$ cat config.mk
export PLATFORM = sky130hd
export DESIGN_NAME = imem_loader
export DESIGN_NICKNAME = d
export VERILOG_FILES = /design/src/rtl/imem_loader.sv
export SDC_FILE = /design/constraint.sdc
export NUM_CORES = 1
export LEC_CHECK = 0
export ABC_AREA = 1
export BUFFER_PORTS_ARGS = -buffer_cell sky130_fd_sc_hd__buf_4
export CELL_PAD_IN_SITES_DETAIL_PLACEMENT = 1
export CELL_PAD_IN_SITES_GLOBAL_PLACEMENT = 1
export CORE_ASPECT_RATIO = 1.4
export CORE_MARGIN = 3
export CORE_UTILIZATION = 43
export CTS_CLUSTER_SIZE = 16
export DETAILED_ROUTE_END_ITERATION = 7
export PLACE_DENSITY_LB_ADDON = 0.1
export SYNTH_ARGS = -nofsm -noshare
export SYNTH_HDL_FRONTEND = slang
export SYNTH_SLANG_ARGS = --single-unit
$ cat constraint.sdc
create_clock -name clk -period 2.3 [get_ports clk]
set_input_delay 0.115 -clock clk [delete_from_list [all_inputs] [get_ports clk]]
set_output_delay 0.115 -clock clk [all_outputs]
set_load 0.01 [all_outputs]
$ cat src/rtl/imem_loader.sv
// imem_loader: turns a length-prefixed byte stream into little-endian 32-bit instruction
// memory writes from word 0 upward. Define IMEM_LOADER_CHECKSUM_EN for a trailing XOR check byte.
module imem_loader #(
   parameter int ADDR_WIDTH = 8
) (
   input  logic                  clk,
   input  logic                  rst,
   input  logic                  start,
   input  logic                  in_valid,
   input  logic [7:0]            in_data,
   output logic                  in_ready,
   output logic                  mem_we,
   output logic [ADDR_WIDTH-1:0] mem_addr,
   output logic [31:0]           mem_wdata,
   output logic                  busy,
   output logic                  done,
   output logic                  error,
   output logic                  cpu_hold
);

   typedef enum logic [2:0] {
      S_IDLE   = 3'd0,
      S_LEN_LO = 3'd1,
      S_LEN_HI = 3'd2,
      S_DATA   = 3'd3,
`ifdef IMEM_LOADER_CHECKSUM_EN
      S_CSUM   = 3'd4,
`endif
      S_DONE   = 3'd5,
      S_ERROR  = 3'd6
   } state_t;

`ifdef IMEM_LOADER_CHECKSUM_EN
   localparam state_t S_AFTER_DATA = S_CSUM;
`else
   localparam state_t S_AFTER_DATA = S_DONE;
`endif

   localparam logic [16:0] CAPACITY = 17'(2**ADDR_WIDTH);

   state_t      state, state_nxt;
   logic [7:0]  len_lo;
   logic [16:0] len;
   logic [16:0] len_rx;
   logic [16:0] word_idx;
   logic [1:0]  byte_cnt;
   logic [23:0] word_buf;
   logic        accept;
   logic        start_ok;
   logic        last_word_written;
`ifdef IMEM_LOADER_CHECKSUM_EN
   logic [7:0]  csum;
`endif

   assign accept            = in_valid && in_ready;
   assign start_ok          = start && !busy;
   assign len_rx            = {1'b0, in_data, len_lo};
   // word_idx reaches len in the cycle the final word is on the memory port.
   assign last_word_written = (word_idx == len);

   always_comb begin
      in_ready = 1'b0;
      unique case (state)
         S_LEN_LO, S_LEN_HI: in_ready = 1'b1;
         S_DATA:             in_ready = !last_word_written;
`ifdef IMEM_LOADER_CHECKSUM_EN
         S_CSUM:             in_ready = 1'b1;
`endif
         default:            in_ready = 1'b0;
      endcase
   end

   always_comb begin
      state_nxt = state;
      busy      = 1'b1;
      done      = 1'b0;
      error     = 1'b0;
      cpu_hold  = 1'b1;
      unique case (state)
         S_IDLE, S_DONE, S_ERROR: begin
            busy     = 1'b0;
            done     = (state == S_DONE);
            error    = (state == S_ERROR);
            cpu_hold = (state != S_DONE);
            if (start) state_nxt = S_LEN_LO;
         end
         S_LEN_LO: begin
            if (accept) state_nxt = S_LEN_HI;
         end
         S_LEN_HI: begin
            if (accept) begin
               if (len_rx == 17'd0)         state_nxt = S_AFTER_DATA;
               else if (len_rx > CAPACITY)  state_nxt = S_ERROR;
               else                         state_nxt = S_DATA;
            end
         end
         S_DATA: begin
            if (last_word_written) state_nxt = S_AFTER_DATA;
         end
`ifdef IMEM_LOADER_CHECKSUM_EN
         S_CSUM: begin
            if (accept) state_nxt = (in_data == csum) ? S_DONE : S_ERROR;
         end
`endif
         default: state_nxt = S_IDLE;
      endcase
   end

   always_ff @(posedge clk or negedge rst) begin
      if (!rst) state <= S_IDLE;
      else      state <= state_nxt;
   end

   always_ff @(posedge clk or negedge rst) begin
      if (!rst) begin
         len_lo    <= '0;
         len       <= '0;
         word_idx  <= '0;
         byte_cnt  <= '0;
         word_buf  <= '0;
         mem_we    <= 1'b0;
         mem_addr  <= '0;
         mem_wdata <= '0;
`ifdef IMEM_LOADER_CHECKSUM_EN
         csum      <= '0;
`endif
      end else begin
         mem_we <= 1'b0;
         if (start_ok) begin
            word_idx <= '0;
            byte_cnt <= '0;
`ifdef IMEM_LOADER_CHECKSUM_EN
            csum     <= '0;
`endif
         end
         if (accept) begin
            unique case (state)
               S_LEN_LO: len_lo <= in_data;
               S_LEN_HI: len    <= len_rx;
               S_DATA: begin
                  byte_cnt <= byte_cnt + 2'd1;
`ifdef IMEM_LOADER_CHECKSUM_EN
                  csum     <= csum ^ in_data;
`endif
                  // Bytes enter at the top and shift down, so the first byte ends up as the LSB.
                  if (byte_cnt == 2'd3) begin
                     mem_we    <= 1'b1;
                     mem_addr  <= word_idx[ADDR_WIDTH-1:0];
                     mem_wdata <= {in_data, word_buf};
                     word_idx  <= word_idx + 17'd1;
                  end else begin
                     word_buf  <= {in_data, word_buf[23:8]};
                  end
               end
               default: ;
            endcase
         end
      end
   end

endmodule
==> impl_metrics.env <==
export IMPL_status="complete, no violations"
export IMPL_numCtsBuffers=9
export IMPL_antenna_found_initial=0
export IMPL_hold_depth=3
export IMPL_finish_instance_area_sq_um=6490
export IMPL_worstPathRequired_ns=2.60
export IMPL_fin_crit_sh=0.896
export IMPL_die_w_microns=102
export IMPL_clkPwrFrac=0.256
export IMPL_sw_frac_of_total=0.398
export IMPL_io_buffer_count=57
export IMPL_htree_levels=3
export IMPL_maxSlewHeadroom=0.608
export IMPL_initial_utilization=0.446
export IMPL_fp_dieArea_sq_um=14400
export IMPL_rrSetupSlack_ns=0.24
export IMPL_ioPinCount=58
export IMPL_crit_fanout=56
export IMPL_fin_crit_ns=2.06
export IMPL_ys_seq_area_frac=0.496
export IMPL_drv_cap=0
export IMPL_root_buffer="clkbuf_16"
export IMPL_fill_cells=1630
export IMPL_power_switching_mw=2.44
export IMPL_crit_slowest_cell="dfrtp_1"
export IMPL_crit_type="reg2reg"
export IMPL_synth_distinct_cells=31
export IMPL_grt_max_degree=57
export IMPL_std_cell_rows=48
export IMPL_clock_sinks=111
export IMPL_min_delay_start="in_data[3]"
export IMPL_r2r_cells=8
export IMPL_setup_tns_ns=0
export IMPL_power_frac_seq=0.441
export IMPL_area_growth_pct=16.1
export IMPL_crit_family="simple AND/OR/NAND/NOR gates"
export IMPL_critical_path_max_stage_delay_ns=0.41
export IMPL_setup_worst_path_start_class="register"
export IMPL_gp_congestion=0.850
export IMPL_die_y_microns=141
export IMPL_clock_path_buffers=2
export IMPL_hp_class="in2reg"
export IMPL_intPower_mw=3.69
export IMPL_grt_ovfl_total=0
export IMPL_whs_ns=0.0227
export IMPL_finalClockSkew_ns=0.0113
export IMPL_dp_hpwl_mm=12.0
export IMPL_endpoint_kind="register"
export IMPL_syn_area_sq_um=5600
export IMPL_nNetsFinal=807
export IMPL_post_cts_buffers=0
export IMPL_first_pass_iters=5
export IMPL_synth_net_count=762
export IMPL_crit_arrival_ns=2.36
export IMPL_grt_pass1_vias=5513
export IMPL_place_area_sq_um=6190
export IMPL_power_density_nw_per_um2=944
export IMPL_drt_iter0_drc=205
export IMPL_vias=5187
export IMPL_slew_viol_final=0
export IMPL_comb_power_share=0.304
export IMPL_wl_mm=16.5
export IMPL_yosysWarnings=0
export IMPL_wl_per_cell_microns=17.5
export IMPL_cts_reportedPaths_clkPinSlew_ns=0.08
export IMPL_track_usage=0.243
export IMPL_power_leakage_nw=3.31
export IMPL_detail_route_antenna_nets=0
export IMPL_r2r_start="state[0]$_DFFE_PN0P_"
export IMPL_clk_latency_ns=0.36
export IMPL_syn_inst=748
export IMPL_avgSynthCellArea_sq_um=7.48
export IMPL_num_antenna_cells=0
export IMPL_worst_pin_slew_ns=0.588
export IMPL_ir_drop_v=0.000460
export IMPL_grt_pass1_wl_mm=27.8
export IMPL_vias_per_cell=5.47
export IMPL_multiInputGateArea_sq_um=2380
export IMPL_timing_rr_end="mem_wdata[19]$_DFFE_PN0P_"
export IMPL_cts_tree="built"
export IMPL_ys_ff_latch=111
export IMPL_path_cells="inv_1 -> nand2_1 -> nor2_1 -> nor2_1 -> a21oi_4 -> buf_6 -> nand3_1 -> nand2_1"
export IMPL_setup_violations=0
export IMPL_fp_coreArea_sq_um=12600
export IMPL_rsz0062_at_grt="no"
export IMPL_crit_buf_inv=2
export IMPL_hold_viol_final=0
export IMPL_holdPathEnd="mem_wdata[27]$_DFFE_PN0P_"
export IMPL_drive_gt1_frac=0.134
export IMPL_regArea_sq_um=2780
export IMPL_drcViolationCount=0
export IMPL_max_freq_mhz=485
## per-stage QoR
step | cells | utilization | setup slack [ns] | total power [mW]
6_report | 948 | 0.517 | 0.238 | 6.13
5_1_grt | 948 | 0.517 | 0.112 | 6.54
4_1_cts | 948 | 0.517 | 0.106 | 6.17
3_5_place_dp | 931 | 0.493 | 0.159 | 4.56
3_3_place_gp | 931 | 0.493 | 0.234 | 4.46
2_1_floorplan | 748 | - | 0.604 | 3.90
## worst min-delay path, delay by kind of cell
family                 cells  cell delay, ns
buffers and inverters      1            0.11
and+or+nand+nor            2            0.13
## cell type report
type                    count  area share
flip-flops and latches    111       0.428
multi-input cells         529       0.367
repair buffers             74      0.0923
inverters                  68      0.0397
clock buffers              10      0.0353
well taps                 150      0.0289
clock inverters             6     0.00963
## sequential cells by signal, indices dropped and copies added, names as in the netlist
| signal | cells |
|---|---|
| byte_cnt | 2 |
| len | 16 |
| len_lo | 8 |
| mem_addr | 8 |
| mem_we | 1 |
| mem_wdata | 32 |
| state | 3 |
| word_idx | 17 |
| word_buf | 24 |
## worst max-delay path by stage
stage | slack [ns] | startpoint | cells past startpoint | to
2_1_floorplan | 0.60 | byte_cnt[0]$_DFF_PN0_ | 7 | word_buf[10]$_DFFE_PN0P_
3_3_place_gp | 0.23 | word_idx[5]$_DFF_PN0_ | 12 | mem_wdata[19]$_DFFE_PN0P_
3_5_place_dp | 0.16 | word_idx[5]$_DFF_PN0_ | 12 | mem_wdata[19]$_DFFE_PN0P_
4_1_cts | 0.11 | state[0]$_DFFE_PN0P_ | 8 | mem_wdata[19]$_DFFE_PN0P_
5_1_grt | 0.11 | state[0]$_DFFE_PN0P_ | 8 | mem_wdata[19]$_DFFE_PN0P_
6_report | 0.24 | state[0]$_DFFE_PN0P_ | 8 | mem_wdata[19]$_DFFE_PN0P_
## per-layer routing
| layer | vias up | global-route usage | part of all wire |
|---|---|---|---|
| met3 | 41 | 0.0272 | 0.029 |
| met4 | 0 | 0.101 | 0.032 |
| met2 | 117 | 0.437 | 0.54 |
| met5 | - | 0 | 0 |
| met1 | 2541 | 0.289 | 0.40 |
| li1 | 2488 | - | - |
## cell usage after synthesis, drive strengths merged
library cell  instances  area share
nor4                  1      0.0011
xnor2                 1      0.0016
nor2b                 1      0.0011
a21oi                10      0.0096
or2                   1      0.0011
nor3                 16       0.017
nor2                 42       0.028
nand2               282        0.19
xor2                  6      0.0094
nand4                35       0.040
clkbuf               14      0.0094
nand3                62       0.056
o22ai                 1      0.0011
dfrtp               111        0.50
o21ai                68       0.061
inv                  68       0.046
o211ai                1      0.0013
ha                    2      0.0045
buf                  26       0.024
## placed cells by master (no fill, tap or decap), drive strengths merged, types with 2 or more instances in the layout
| cell type | n |
|---|---|
| a21oi | 10 |
| buf | 73 |
| clkbuf | 10 |
| clkinv | 2 |
| dfrtp | 111 |
| ha | 2 |
| inv | 72 |
| nand2 | 282 |
| nand3 | 62 |
| nand4 | 35 |
| nor2 | 42 |
| nor3 | 16 |
| o21ai | 68 |
| xor2 | 6 |
## logic make-up (layout without fill, tap and decap cells)
family                     Yosys count  after routing  synth area share
buffers and inverters              108            158            0.0798
xor gates and xnor gates             7              7            0.0110
adders and majority gates            2              2           0.00447
and+or+nand+nor                    440            440             0.335
DFF                                111            111             0.496
AOI/OAI and AO/OA                   80             80            0.0729
## repair_timing
| action | 4_1_cts | 5_1_grt |
|---|---|---|
| gates resized for setup | 0 | 1 |
| hold buffers | 1 | 0 |
| endpoints found under the setup margin | 0 | 3 |
| hold endpoints to repair | 41 | 0 |
## power by group through the flow
stage,Clock [mW],Sequential (mW),Combinational (mW)
floorplan,0,2.59,1.31
CTS,1.61,2.70,1.87
global placement,0,2.71,1.76
detailed placement,0,2.72,1.84
finish,1.57,2.70,1.86
global route,1.68,2.75,2.11
Power figures use the tool's default switching activity.
